[src/rtl/quick_uart_tx_arb.sv]
// quick_uart_tx_arb: round-robin, message-locked arbiter that shares one
// quick_uart_tx among N_REQ framed byte streams. A requester keeps the
// transmitter from its first accepted request until its last byte is taken,
// or until it stalls for TIMEOUT cycles mid-message.
module quick_uart_tx_arb #(
   parameter int N_REQ     = 4,
   parameter int DATA_BITS = 8,
   parameter int TIMEOUT   = 1024
) (
   input  logic                         clk_i,
   input  logic                         rst_ni,
   input  logic [N_REQ-1:0]             req_valid_i,
   input  logic [N_REQ*DATA_BITS-1:0]   req_data_i,
   input  logic [N_REQ-1:0]             req_last_i,
   output logic [N_REQ-1:0]             req_ready_o,
   output logic                         tx_valid_o,
   output logic [DATA_BITS-1:0]         tx_data_o,
   input  logic                         tx_ready_i,
   output logic [N_REQ-1:0]             grant_o,
   output logic                         busy_o,
   output logic                         timeout_o
);

   localparam int IDX_W = (N_REQ > 1) ? $clog2(N_REQ) : 1;
   // A zero TIMEOUT disables the watchdog; keep a 1-bit counter so widths stay legal.
   localparam int CNT_W = (TIMEOUT > 0) ? $clog2(TIMEOUT + 1) : 1;
   localparam logic [CNT_W-1:0] CNT_MAX = (TIMEOUT > 0) ? CNT_W'(TIMEOUT) : '0;

   typedef enum logic {
      ST_IDLE   = 1'b0,
      ST_LOCKED = 1'b1
   } state_e;

   state_e           state_q, state_d;
   logic [IDX_W-1:0] gnt_idx_q, gnt_idx_d;
   logic [IDX_W-1:0] rr_ptr_q, rr_ptr_d;
   logic [CNT_W-1:0] stall_q, stall_d;
   logic             timeout_q, timeout_d;

   logic             pick_found;
   logic [IDX_W-1:0] pick_idx;
   logic             owner_valid;
   logic             owner_last;
   logic [DATA_BITS-1:0] owner_data;
   logic             expire;

   // Successor of a requester index with modulo-N_REQ wrap.
   function automatic logic [IDX_W-1:0] next_idx(input logic [IDX_W-1:0] idx);
      if (idx == IDX_W'(N_REQ - 1)) begin
         return '0;
      end
      return idx + IDX_W'(1);
   endfunction

   assign owner_valid = req_valid_i[gnt_idx_q];
   assign owner_last  = req_last_i[gnt_idx_q];
   assign owner_data  = req_data_i[gnt_idx_q*DATA_BITS +: DATA_BITS];

   // The stall that brings the counter up to TIMEOUT is the one that releases the grant.
   assign expire = (TIMEOUT > 0) && (state_q == ST_LOCKED) && !owner_valid &&
                   (stall_q == CNT_MAX - CNT_W'(1));

   // First valid requester at or after rr_ptr, searching upward with wrap.
   always_comb begin
      int               cand;
      logic [IDX_W-1:0] cand_idx;
      pick_found = 1'b0;
      pick_idx   = '0;
      cand       = 0;
      cand_idx   = '0;
      for (int i = 0; i < N_REQ; i++) begin
         cand = int'(rr_ptr_q) + i;
         if (cand >= N_REQ) begin
            cand = cand - N_REQ;
         end
         cand_idx = IDX_W'(cand);
         if (!pick_found && req_valid_i[cand_idx]) begin
            pick_found = 1'b1;
            pick_idx   = cand_idx;
         end
      end
   end

   // Next-state logic plus the combinational owner mux onto the transmitter port.
   always_comb begin
      state_d     = state_q;
      gnt_idx_d   = gnt_idx_q;
      rr_ptr_d    = rr_ptr_q;
      stall_d     = stall_q;
      timeout_d   = 1'b0;
      req_ready_o = '0;
      tx_valid_o  = 1'b0;
      tx_data_o   = '0;
      case (state_q)
         ST_IDLE: begin
            stall_d = '0;
            if (pick_found) begin
               state_d   = ST_LOCKED;
               gnt_idx_d = pick_idx;
            end
         end
         ST_LOCKED: begin
            tx_valid_o             = owner_valid;
            tx_data_o              = owner_data;
            req_ready_o[gnt_idx_q] = tx_ready_i;
            if (owner_valid) begin
               stall_d = '0;
               if (tx_ready_i && owner_last) begin
                  state_d  = ST_IDLE;
                  rr_ptr_d = next_idx(gnt_idx_q);
               end
            end else if (expire) begin
               state_d   = ST_IDLE;
               rr_ptr_d  = next_idx(gnt_idx_q);
               timeout_d = 1'b1;
               stall_d   = '0;
            end else if (stall_q != CNT_MAX) begin
               stall_d = stall_q + CNT_W'(1);
            end
         end
         default: begin
            state_d = ST_IDLE;
         end
      endcase
   end

   // State, owner, pointer, watchdog and pulse registers.
   always_ff @(posedge clk_i or negedge rst_ni) begin
      if (!rst_ni) begin
         state_q   <= ST_IDLE;
         gnt_idx_q <= '0;
         rr_ptr_q  <= '0;
         stall_q   <= '0;
         timeout_q <= 1'b0;
      end else begin
         state_q   <= state_d;
         gnt_idx_q <= gnt_idx_d;
         rr_ptr_q  <= rr_ptr_d;
         stall_q   <= stall_d;
         timeout_q <= timeout_d;
      end
   end

   // Status outputs are decoded purely from registers.
   always_comb begin
      grant_o = '0;
      if (state_q == ST_LOCKED) begin
         grant_o[gnt_idx_q] = 1'b1;
      end
   end

   assign busy_o    = (state_q == ST_LOCKED);
   assign timeout_o = timeout_q;

endmodule

[config.mk]
export PLATFORM = sky130hd
export DESIGN_NAME = quick_uart_tx_arb
export DESIGN_NICKNAME = d
export VERILOG_FILES = /design/src/rtl/quick_uart_tx_arb.sv
export SDC_FILE = /design/constraint.sdc
export NUM_CORES = 1
export LEC_CHECK = 0
export ABC_AREA = 0
export CAP_MARGIN = 20
export CORE_ASPECT_RATIO = 1.5
export CORE_MARGIN = 2
export CORE_UTILIZATION = 45
export DETAILED_ROUTE_END_ITERATION = 7
export GPL_ROUTABILITY_DRIVEN = 0
export PLACE_DENSITY = 0.89
export SYNTH_ARGS = -nofsm -noshare
export SYNTH_HDL_FRONTEND = slang
export SYNTH_SLANG_ARGS = --single-unit
[constraint.sdc]
create_clock -name clk_i -period 4.95 [get_ports clk_i]
set_clock_uncertainty 0.2 [all_clocks]
set_input_delay 0.7425 -clock clk_i [delete_from_list [all_inputs] [get_ports clk_i]]
set_output_delay 0.7425 -clock clk_i [all_outputs]
set_load 0.05 [all_outputs]
==> metrics.md <==
| Metric | Value |
|---|---|
| Final HPWL DP | `2783 µm` |
| Ys Warns | `0` |
| Min Tclk post-route | `3.629 ns` |
| Max Freq | `between 200 and 300 MHz` |
| Final Setup Violations | `0` |
| Total grt overflow | `0` |
| Row Count | `24` |
| Most used cell along the critical path | `clkdlybuf4s50_1` |
| Layout fillers | `224` |
| Critical path class | `input port to primary output` |
| Status | `finished, final reports clean` |
| Buffers on Ports | `61` |
| Worst min path class | `flip-flop to flip-flop` |
| # Post-CTS Setup Buffers | `0` |
| Crit. End Element | `primary output` |
| CTS tree | `built` |
| Worst path cell trace | `clkdlybuf4s50_1, mux4_2, and2_2, clkdlybuf4s50_1` |
| Cts hold-fix bufs | `0` |
| Clock root buffer | `clkbuf_8` |
| Internal power | `547.7 µW` |
| Setup ws final | `approximately 1.3 ns` |
| Core footprint | `2883 µm²` |
| Total number of vias | `1237` |
| Hold Fails Final Rpt | `0` |
| Area Overhead vs Synth | `49.86%` |
| Die H | `70.96 µm` |
| TritonRoute pass-1 iters | `4` |
| Final wirelength | `approximately 3400 µm` |
| Number of synthesized register bits | `17` |
| DRC viols | `0` |
| Worst slew margin | `0.4883` |
| Final Instance Area | `2016 µm²` |
| Drt first-iter violations | `7` |
| Post-synthesis cell area | `1345 µm²` |
| Per-instance average area after synthesis | `10.67 µm²` |
| Crit path max-delay cell type | `clkdlybuf4s50_1` |
| Unique masters post-synth | `39` |
| Sw Pwr | `545.8 µW` |
| First-pass GRT wire length | `5906 µm` |
| Syn_nets | `175` |
| Reg power frac | `0.226` |
| Antenna violations before repair | `0` |
| Most frequent cells in the layout | `61 x clkdlybuf4s50_1, 17 x dfrtp_1, 13 x nor2_1, 12 x and2_1` |
| # IOs | `62` |
| Sequential area share after synthesis | `0.3163` |
| GRT Util Overall | `0.2214` |
| Slew Limit Fails | `0` |
| Synth area leaders | `dfrtp_1 32%, mux4_2 13%, and2_1 5.6%` |
| ANT cells | `0` |
| VDD IR max | `approximately 0.44 mV` |
| Vias per cell | `5.498` |
| Clock sinks | `17` |
| Number of global-route vias before repair | `1397` |
| Inserted Clock Buffers | `3` |
| CP Launch Type | `input port` |
| Layout cells sized above 1 | `0.1183` |
| Clock buffer depth | `2` |
| Clk_lat worst skew | `0.25 ns` |
| Leak | `0.0008634 µW` |
| Clock group share of total power | `0.095` |
| Power Dens Cells | `542.5 nW/µm²` |
| Post-place setup slack | `1.309 ns` |
| Nets | `236` |
| CP required | `between 4 and 5 ns` |
| CP peak stage delay | `0.69 ns` |
| Total power draw | `between 1000 and 1500 µW` |
| CTS-repair resized insts | `0` |
| Cell taking the most area after synthesis | `dfrtp_1` |
| Setup TNS | `0 ns` |
| RSZ-0062 raised after global routing | `false` |
| CP max FO | `6` |
| Clock transition at path regs | `about 0.060 ns` |
| Most common cell after layout, fill and taps aside | `clkdlybuf4s50_1` |
| Part of the power in combinational logic | `0.678` |
| WL/cell | `15.25 µm` |
| H-tree depth | `1` |
| Die Span X | `48.64 µm` |
| Placed instance area | `1969 µm²` |
| CP arrival | `2.69 ns` |
| Initial Util | `0.4666` |
| Routed Antenna Nets | `0` |
| Measured slew at the worst slew-check pin | `0.7676 ns` |
| Sw Share | `0.4991` |
| Syn Inst Count | `126` |
| Max-Cap Viols | `0` |
| Largest net degree at the start of global routing | `24` |
| Period utilisation layout | `0.7331` |
| Synth top area share | `0.3163` |
| Full die area | `3451 µm²` |
-- synth_stat cells --
cell type and instances:
and2_2 1, and3_1 6, inv_1 8, mux4_1 2, and2_1 12, xor2_1 7
a31oi_1 1, o22ai_1 1, or4_1 1, nand2_1 5, clkbuf_1 2, o21ai_0 1
mux4_2 8, o21a_4 1, a21o_1 1, buf_2 1, and4_1 2, and4b_2 1
nor2b_1 2, nand3_1 4, nor4b_1 1, xnor2_1 1, nor2_1 13, a311oi_1 1
nand4_2 1, and2b_2 1, buf_6 2, o221ai_1 1, mux2_4 2, nand2b_4 1
a21oi_1 3, nand4_1 3, o21a_1 1, a221oi_1 1, mux2i_1 1, ha_1 6
dfrtp_1 17, mux2_2 2, nor4_1 1
-- metal layers --
layer,vias up,wire (µm),part of all wire,GRT usage
met5,-,0,0,0
met1,580,1201,0.35,0.2184
met4,0,136,0.040,0.1143
met2,68,1743,0.51,0.4033
li1,577,-,-,-
met3,12,350,0.10,0.07595
-- path summary, 6_finish.rpt --
path,startpoint,endpoint,slack (ns),cells past startpoint
hold / removal,stall_q[10],stall_q[10],0.33,2
max in group asynchronous,rst_ni,stall_q[0],3.37,1
setup reg to reg,gnt_idx_q[0],rr_ptr_q[0],2.42,4
hold reg to reg,stall_q[10],stall_q[10],0.33,2
setup / recovery,req_valid_i[0],tx_valid_o,1.32,4
min in group asynchronous,rst_ni,stall_q[6],0.72,1
-- power by group through the flow --
stage / Combinational, µW / Clock (µW) / Sequential, µW
floorplan: 547 / 0 / 208
global placement: 726 / 0 / 246
detailed placement: 742 / 0 / 253
CTS: 747 / 103 / 250
global route: 786 / 111 / 260
finish: 742 / 104 / 248
-- stage by stage --
step	hold slack [ns]	util	std cells
floorplan	0.2469	-	126
global placement	0.3044	0.6832	221
detailed placement	0.3195	0.6832	221
CTS	0.3335	0.6992	225
global route	0.3880	0.6992	225
finish	0.3307	0.6992	225
-- sequential cells by signal, indices dropped and copies added, names as in the netlist --
signal / count
timeout_o: 1
gnt_idx_q: 2
busy_o: 1
rr_ptr_q: 2
stall_q: 11
-- logic make-up after synthesis --
kind of cell | synth area share
and+or+nand+nor | 0.2419
DFF | 0.3163
muxes | 0.2195
buffers and inverters | 0.04837
AOI/OAI and AO/OA | 0.06605
xor gates and xnor gates | 0.05210
adders and majority gates | 0.05581
-- final cells by class --
| class | instances | area [µm²] | share of cell area |
|---|---|---|---|
| repair buffers | 61 | 610.6 | 0.3029 |
| multi-input cells | 96 | 854.6 | 0.4240 |
| inverters | 8 | 30.03 | 0.01490 |
| flip-flops and latches | 17 | 425.4 | 0.2110 |
| well taps | 39 | 48.80 | 0.02421 |
| clock buffers | 3 | 41.29 | 0.02048 |
| clock inverters | 1 | 5.005 | 0.002483 |
-- critical path, delay by kind of cell --
kind,cells,cell delay (ns)
buf+inv,2,1.18
mux,1,0.55
simple gates,1,0.22
Note: power is estimated with default switching activity, not from simulation.
